<file path="config.mk">
export PLATFORM = sky130hd
export DESIGN_NAME = binary_mul_seq_flat
export DESIGN_NICKNAME = d
export VERILOG_FILES = /design/src/rtl/binary_mul_seq_if.sv /design/src/rtl/binary_mul_seq.sv /design/src/flat_wrapper.sv
export SDC_FILE = /design/constraint.sdc
export NUM_CORES = 1
export LEC_CHECK = 0
export CAP_MARGIN = 5
export CELL_PAD_IN_SITES_DETAIL_PLACEMENT = 1
export CELL_PAD_IN_SITES_GLOBAL_PLACEMENT = 1
export CORE_MARGIN = 5
export CORE_UTILIZATION = 39
export CTS_CLUSTER_SIZE = 24
export DETAILED_ROUTE_END_ITERATION = 8
export GPL_TIMING_DRIVEN = 0
export PLACE_DENSITY = 0.73
export SLEW_MARGIN = 20
export SYNTH_ARGS = -nofsm -noshare
export SYNTH_HDL_FRONTEND = slang
export SYNTH_SLANG_ARGS = --single-unit
</file>
<file path="constraint.sdc">
create_clock -name clk -period 2.35 [get_ports clk]
set_input_delay 0.235 -clock clk [delete_from_list [all_inputs] [get_ports clk]]
set_output_delay 0.235 -clock clk [all_outputs]
set_load 0.05 [all_outputs]
</file>
<file path="src/rtl/binary_mul_seq_if.sv">
// Handshake and data bundle for the sequential shift-add multiplier.
// The master drives the operation request and the slave returns status and product.
interface binary_mul_seq_if #(
  parameter int W = 8
);
  logic             en;
  logic             start;
  logic             signed_mode;
  logic [W-1:0]     A;
  logic [W-1:0]     B;
  logic             busy;
  logic             done;
  logic [2*W-1:0]   P;

  modport master (
    output en, start, signed_mode, A, B,
    input  busy, done, P
  );

  modport slave (
    input  en, start, signed_mode, A, B,
    output busy, done, P
  );
endinterface

</file>
<file path="src/rtl/binary_mul_seq.sv">
// Sequential shift-add multiplier, unsigned or two's-complement per operation.
// The operands are reduced to magnitudes at start and multiplied unsigned, one
// multiplier bit per enabled cycle. The sign is applied once in the FIX state.
module binary_mul_seq #(
  parameter int W = 8
) (
  input  logic              clk,
  input  logic              rst_n,
  binary_mul_seq_if.slave   bus
);

  localparam int CW = (W > 2) ? $clog2(W) : 1;

  localparam logic [CW-1:0]  CNT_ONE  = {{(CW-1){1'b0}}, 1'b1};
  localparam logic [CW-1:0]  CNT_LAST = CW'(W - 1);
  localparam logic [W-1:0]   OP_ONE   = {{(W-1){1'b0}}, 1'b1};
  localparam logic [2*W-1:0] ACC_ONE  = {{(2*W-1){1'b0}}, 1'b1};

  typedef enum logic [1:0] {
    IDLE = 2'b00,
    RUN  = 2'b01,
    FIX  = 2'b10
  } state_t;

  state_t           state_r;
  logic             busy_r;
  logic             done_r;
  logic [2*W-1:0]   p_r;
  logic [2*W-1:0]   acc_r;
  logic [2*W-1:0]   mcand_r;   // magnitude of A, pre-shifted by the bit position
  logic [W-1:0]     mplier_r;  // magnitude of B, consumed LSB first
  logic [CW-1:0]    cnt_r;
  logic             neg_r;

  // Magnitude of an operand; the most negative value maps to 2^(W-1) unsigned.
  function automatic logic [W-1:0] op_mag(input logic [W-1:0] v, input logic sm);
    logic [W-1:0] r;
    if (sm && v[W-1]) begin
      r = (~v) + OP_ONE;
    end else begin
      r = v;
    end
    return r;
  endfunction

  // Operation FSM: accept, accumulate one partial product per cycle, apply sign.
  always_ff @(posedge clk) begin
    if (!rst_n) begin
      state_r  <= IDLE;
      busy_r   <= 1'b0;
      done_r   <= 1'b0;
      p_r      <= '0;
      acc_r    <= '0;
      mcand_r  <= '0;
      mplier_r <= '0;
      cnt_r    <= '0;
      neg_r    <= 1'b0;
    end else if (bus.en) begin
      done_r <= 1'b0;
      case (state_r)
        IDLE: begin
          if (bus.start) begin
            mcand_r  <= {{W{1'b0}}, op_mag(bus.A, bus.signed_mode)};
            mplier_r <= op_mag(bus.B, bus.signed_mode);
            neg_r    <= bus.signed_mode & (bus.A[W-1] ^ bus.B[W-1]);
            acc_r    <= '0;
            cnt_r    <= '0;
            state_r  <= RUN;
            busy_r   <= 1'b1;
          end
        end
        RUN: begin
          if (mplier_r[0]) begin
            acc_r <= acc_r + mcand_r;
          end
          mcand_r  <= mcand_r << 1;
          mplier_r <= mplier_r >> 1;
          cnt_r    <= cnt_r + CNT_ONE;
          if (cnt_r == CNT_LAST) begin
            state_r <= FIX;
          end
        end
        FIX: begin
          // A zero magnitude negates to zero, so there is no "-0" result.
          p_r     <= neg_r ? ((~acc_r) + ACC_ONE) : acc_r;
          done_r  <= 1'b1;
          state_r <= IDLE;
          busy_r  <= 1'b0;
        end
        default: begin
          state_r <= IDLE;
          busy_r  <= 1'b0;
        end
      endcase
    end
  end

  assign bus.busy = busy_r;
  assign bus.done = done_r;
  assign bus.P    = p_r;

endmodule

</file>
<file path="src/flat_wrapper.sv">
// flat-port wrapper written by rule: the top's interface ports become plain ports
module binary_mul_seq_flat 
#(
  parameter int W = 8
)
  (clk, rst_n, bus_en, bus_start, bus_signed_mode, bus_A, bus_B, bus_busy, bus_done, bus_P);
  binary_mul_seq_if #(.W(W)) bus_i ();
  input  logic clk;
  input  logic rst_n;
  input wire logic [$bits(bus_i.en)-1:0] bus_en;
  input wire logic [$bits(bus_i.start)-1:0] bus_start;
  input wire logic [$bits(bus_i.signed_mode)-1:0] bus_signed_mode;
  input wire logic [$bits(bus_i.A)-1:0] bus_A;
  input wire logic [$bits(bus_i.B)-1:0] bus_B;
  output wire logic [$bits(bus_i.busy)-1:0] bus_busy;
  output wire logic [$bits(bus_i.done)-1:0] bus_done;
  output wire logic [$bits(bus_i.P)-1:0] bus_P;
  assign bus_i.en = bus_en;
  assign bus_i.start = bus_start;
  assign bus_i.signed_mode = bus_signed_mode;
  assign bus_i.A = bus_A;
  assign bus_i.B = bus_B;
  assign bus_busy = bus_i.busy;
  assign bus_done = bus_i.done;
  assign bus_P = bus_i.P;
  binary_mul_seq #(.W(W)) u_core (.clk(clk), .rst_n(rst_n), .bus(bus_i));
endmodule
</file>
==> results.yml, run 1 <==
cts:
  insertion_delay_ps: 340
  clk_path_buf_depth: 2
  cts_tree: "yes"
  root_buffer: "clkbuf_8"
  cts_sinks: 64
  cts.reportedPaths.clkPinSlew_ps: 80
  cts-htree-levels: 3
  cts_buffers: 9
drt:
  drc_errors: 0
  via_per_inst: 5.471
  wire_per_inst_um: 16.96
  num_vias: 3463
  initialDrtViolationCount: 110
  drt_wl_total_um: 10740
  dr.pass1.iters: 4
  postRouteAntennaNets: 0
placement:
  pre_cts_ws_ps: -363.3
  dp_hpwl_um: 8473
  globalplace.congestion: 0.8341
  placed_area_um2: 4374
  io_buffers: 38
  dp.cells: 613
pwr:
  ir_drop_mv: 0.2552
  p_leak_nw: 1.823
  total_power_w: 0.002369
  p_per_area_nw_per_um2: 505.3
critical_path:
  cp_slowest_cell: "or4_4"
  path_cells: "or3_4 > or4_4 > or3_4 > o31ai_2 > xor2_1 > a21oi_1"
  setup.worst_path.end_class: "register"
  crit_type: "register to register"
  crit_family: "simple AND/OR/NAND/NOR gates"
  cp_max_fo: 6
  required_ps: 2570
  critPathBufInv: 0
  crit_top_cell: "or3_4"
  slowest_delay_ps: 460
  startpoint_type: "register"
  cp.arrival_ps: 2460
synth:
  syn_area_um2: 3806
  syn_avg_cell_area_um2: 8.611
  synth.top_cell.area_share_pct: 33.66
  synth_edf_count: 0
  synth-seq-cells: 64
  async_flop_share_pct: 0
  yosysSeqAreaShare_pct: 33.66
  syn_nets: 484
  synth_area_leader_cell: "dfxtp_1"
  synth-main-ff-cell: "dfxtp_1"
  ys_top_cells_by_area: "dfxtp_1, ha_1, nor2b_1"
  ys_types: 53
  yosys_warnings: 0
  synth_cells: 442
die:
  die_x_um: 108.8
  start_util_pct: 39.49
  coreArea_um2: 9639
  die_h_um: 108.8
  rows: 36
  io_pins: 39
  die-area_um2: 11840
global_route:
  grt_busiest_layer: "met2"
  grt_max_degree: 11
  grt_pass1_vias: 3717
  grt_pass1_wl_um: 17890
  overflow: 0
  track_usage_pct: 19.35
  antenna_found_initial: 0
  use_met2_pct: 35.48
  use_met3_pct: 3.434
  grt.met1_usage_pct: 22.91
timing:
  fin_skew_ps: 9.721
  maxSlewHeadroom_pct: 60.65
  fin_crit_ps: 2241
  hold_ws_ps: 504.0
  period_share_pct: 95.36
  rsz0062_at_grt: "false"
  fin_ws_ps: 109.1
  slew_violations: 0
  setup_violations: 0
  fmax_mhz: 446.3
  tightest_slew_ps: 590.3
  hold_viol_final: 0
cells_and_area:
  antenna_cells: 0
  stdcell_count: 633
  drive_above_1_share_pct: 8.800
  fillCellCount: 1176
  fin_nets: 537
  design_area_um2: 4688
  areaGrowthSynthToFinish_pct: 23.18
run_status:
  status: "complete, no violations"
hold_path:
  hold_path.class: "register to register"
run:
  maxCapViolations: 0
==> synth_stat cells (2+ instances only) <==
cell type and count:
a221oi_1 13, o2bb2ai_1 4, mux2i_1 8, a22oi_1 15
nand2b_1 4, o41ai_1 4, nor2b_1 40, o21ai_0 12
a21boi_0 3, o31ai_1 6, xor2_1 12, nand2_1 33
o21a_1 2, clkbuf_1 21, a21o_1 8, a31oi_1 6
o31a_1 3, or3_4 2, dfxtp_1 64, nor3_1 8
and2_1 5, a21oi_1 30, or4_4 2, xnor2_1 19
nand3_1 7, o2111ai_1 2, o211ai_1 3, o211a_1 11
nor2_1 16, nor4_1 2, or3_1 2, ha_1 20
o21ai_1 2, a32oi_1 3, a211oi_1 6, inv_1 27
==> cell usage in the layout, fill, tap and decap left out, drive strengths merged, types with 6 or more instances in the layout <==
cell and n:
dfxtp 64, nor2b 40, clkdlybuf4s50 38, clkbuf 34, nand2 33, a21oi 31
inv 27, ha 20, xnor2 19, nor2 16, a22oi 15, o21ai 14
a221oi 13, xor2 12, o211a 11, a21o 8, mux2i 8, nor3 8
o31ai 8, nand3 7, a31oi 6, and2 6, a211oi 6, buf 6
==> layout make-up <==
type	instances	area (µm²)	area share [%]
repair buffers	43	417.9	8.914
clock inverters	3	40.04	0.8540
multi-input cells	328	2426	51.75
inverters	27	101.3	2.162
flip-flops and latches	64	1292	27.57
plain buffers	22	85.08	1.815
clock buffers	13	158.9	3.389
well taps	133	166.4	3.550
==> kinds of logic after synthesis <==
group | synth area share [%]
buf+inv | 4.964
mux | 2.104
xor+xnor | 7.133
simple gates | 17.69
compound gates | 27.35
fa+ha+maj | 7.101
flops | 33.66
==> sequential cells by signal, summed over array words and instances (netlist names) <==
register	cells
u_core.acc_r	16
u_core.bus.P	16
u_core.mcand_r	16
u_core.mplier_r	8
u_core.cnt_r	3
u_core.state_r	2
u_core.bus.busy	1
u_core.bus.done	1
u_core.neg_r	1
==> final timing paths <==
path | startpoint | end | slack [ps] | cells after the start
worst min register to register | u_core.bus.P[3] | u_core.bus.P[3] | 500 | 1
worst max-delay path | u_core.acc_r[2] | u_core.bus.P[13] | 110 | 6
worst max register to register | u_core.acc_r[2] | u_core.bus.P[13] | 110 | 6
worst min-delay path | u_core.bus.P[3] | u_core.bus.P[3] | 500 | 1
==> routing by layer <==
layer  vias up  share of wire (%)
met2        56                 51
li1       1709                  -
met4         0                1.0
met5         -                  0
met3         9                2.8
met1      1689                 45
==> stage by stage <==
| step | utilization, % | TNS, ps |
|---|---|---|
| 6_report | 48.64 | 0 |
| 3_3_place_gp | 45.33 | -4504 |
| 5_1_grt | 48.64 | 0 |
| 2_1_floorplan | - | 0 |
| 3_5_place_dp | 45.38 | -3724 |
| 4_1_cts | 48.23 | 0 |
==> worst register-to-register path, cell delays in order, from the launching register on <==
cell	delay, ps
dfxtp_1	390
or3_4	430
or4_4	460
or3_4	370
o31ai_2	220
xor2_1	180
a21oi_1	80
==> power by group <==
part	switching, W	internal [W]
registers	0.0000166	0.00110
clock network	0.000431	0.000546
logic	0.000157	0.000115
==> what timing repair did <==
item / CTS / global route
buffers inserted: 3 / 2
resized for setup: 11 / 8
pin swaps: 3 / 7
hold buffers: 0 / 0
setup endpoints to repair: 5 / 11
Note: power is estimated with default switching activity, not from simulation.
==> inputs of run 2 (changes only) <==
--- a/config.mk
+++ b/config.mk
@@ -8,12 +8,11 @@
 export CAP_MARGIN = 5
 export CELL_PAD_IN_SITES_DETAIL_PLACEMENT = 1
 export CELL_PAD_IN_SITES_GLOBAL_PLACEMENT = 1
-export CORE_MARGIN = 5
 export CORE_UTILIZATION = 39
 export CTS_CLUSTER_SIZE = 24
 export DETAILED_ROUTE_END_ITERATION = 8
 export GPL_TIMING_DRIVEN = 0
-export PLACE_DENSITY = 0.73
+export PLACE_DENSITY = 0.79
 export SLEW_MARGIN = 20
 export SYNTH_ARGS = -nofsm -noshare
 export SYNTH_HDL_FRONTEND = slang
==> run 2 against run 1 <==
Against the previous run:
- flip-flop and latch count is the same
- cell count shrank 0.79%
- sequential share of layout area shrank 0.12 points
- combinational power is essentially flat
- clock skew shrank 1.5 ps
- global-route usage grew 3.8 points
- via count grew 0.23%
- die area shrank 14%
==> results.yml, run 2 (synthesis results as in run 1) <==
run_status:
  status: "complete, no violations"
timing:
  fin_crit_ps: 2296
  setup_violations: 0
  slew_violations: 0
  hold_viol_final: 0
  period_share_pct: 97.71
  fin_skew_ps: 8.206
  fmax_mhz: 435.5
  fin_ws_ps: 53.87
  tightest_slew_ps: 624.4
  rsz0062_at_grt: "true"
  maxSlewHeadroom_pct: 58.37
  fin_setup_tns_ps: 0
global_route:
  overflow: 0
  antenna_found_initial: 0
  grt_pass1_vias: 3709
  track_usage_pct: 23.17
  grt_pass1_wl_um: 18130
  grt_max_degree: 12
drt:
  via_per_inst: 5.527
  drc_errors: 0
  num_vias: 3471
  drt_wl_total_um: 10800
  postRouteAntennaNets: 0
  wire_per_inst_um: 17.20
  dr.pass1.iters: 4
  initialDrtViolationCount: 94
die:
  rows: 35
  coreArea_um2: 9328
  die_x_um: 100.8
  die-area_um2: 10160
  start_util_pct: 40.80
  die_h_um: 100.8
  io_pins: 39
cells_and_area:
  design_area_um2: 4700
  areaGrowthSynthToFinish_pct: 23.47
  drive_above_1_share_pct: 9.018
  fin_nets: 536
  antenna_cells: 0
  final_common_cell: "dfxtp_1"
  seqCellArea_um2: 1290
  fillCellCount: 1126
  final_cell_mix: "dfxtp_1, nor2b_1, clkdlybuf4s50_1, nand2_1, a21oi_1"
  multi_input_area_um2: 2434
hold_path:
  hold_depth: 1
  hold_path.class: "register to register"
critical_path:
  rr_worst_depth: 9
  startpoint_type: "register"
  setup.worst_path.end_class: "register"
  cp.arrival_ps: 2530
  crit_type: "register to register"
  required_ps: 2580
  cp_max_fo: 5
cts:
  clk_path_buf_depth: 2
  cts_sinks: 64
  root_buffer: "clkbuf_8"
  cts-htree-levels: 3
  cts.reportedPaths.clkPinSlew_ps: 70
  cts_buffers: 9
  cts_tree: "yes"
  insertion_delay_ps: 350
run:
  maxCapViolations: 0
pwr:
  switching_share_pct: 24.90
  p_int_w: 0.001845
  p_leak_nw: 1.825
  pwr-share-seq_pct: 45.7
  comb_power_share_pct: 11.2
  pwr-share-clk_pct: 43.1
  ir_drop_mv: 0.2349
  p_per_area_nw_per_um2: 522.7
  p_switching_w: 0.0006116
placement:
  pre_cts_ws_ps: -334.0
  dp_hpwl_um: 8048
  io_buffers: 38
  globalplace.congestion: 0.8682
  placed_area_um2: 4369
-- run 2: cell types whose count changed in the layout (fill, tap and decap cells not counted), sizes merged --
cell | previous run | this run
clkinv | 2 | 1
clkbuf | 34 | 33
clkinvlp | 0 | 2
buf | 6 | 4
bufinv | 1 | 2
-- run 2: critical path, cell delays in order (launching register included) --
cell       delay [ps]
dfxtp_4           380
ha_4              150
inv_1              50
fa_2              350
nand2b_4          170
a21oi_4           190
o2111ai_4         200
a2111oi_4         440
o31a_1            190
o31ai_1            70
-- run 2: per-stage QoR --
stage	utilization [%]	total power, W	hold slack [ps]	cells
global placement	46.79	0.001404	479.7	609
finish	50.38	0.002456	498.2	628
CTS	50.07	0.002489	502.9	626
detailed placement	46.84	0.001417	485.5	609
floorplan	-	0.001309	391.0	442
global route	50.38	0.002569	510.4	628
-- run 2: cell type report --
class / count / share of cell area, %
multi-input cells: 328 / 51.78
flip-flops and latches: 64 / 27.45
repair buffers: 41 / 8.573
well taps: 129 / 3.435
clock buffers: 11 / 3.009
inverters: 27 / 2.157
plain buffers: 23 / 1.890
clock inverters: 5 / 1.704
-- run 2: what timing repair did --
action	CTS	global route
endpoints found under the setup margin	5	11
hold buffers	0	0
pin swaps	3	4
resized for setup	14	6
setup buffers	1	2
endpoints found under the hold margin	0	0
-- run 2: final timing paths --
| path | startpoint | endpoint | slack (ps) |
|---|---|---|---|
| setup / recovery | u_core.mcand_r[0] | u_core.acc_r[14] | 50 |
| hold / removal | u_core.bus.P[1] | u_core.bus.P[1] | 500 |
| setup reg to reg | u_core.mcand_r[0] | u_core.acc_r[14] | 50 |
| hold reg to reg | u_core.bus.P[1] | u_core.bus.P[1] | 500 |
-- run 2: metal layers --
layer	share of wire, %	global-route usage (%)	wire length, µm
met2	50	42.41	5454
met5	0	0	0
met3	2.9	3.675	315
met4	1.9	8.696	206
met1	45	27.08	4827
-- run 2: power by group through the flow --
| stage | Combinational (W) | Clock [W] | Sequential, W |
|---|---|---|---|
| after detailed placement | 0.000268 | 0 | 0.00115 |
| after floorplan | 0.000163 | 0 | 0.00115 |
| after global routing | 0.000302 | 0.00114 | 0.00112 |
| final | 0.000275 | 0.00106 | 0.00112 |
| after global placement | 0.000257 | 0 | 0.00115 |
| after CTS | 0.000275 | 0.00109 | 0.00112 |
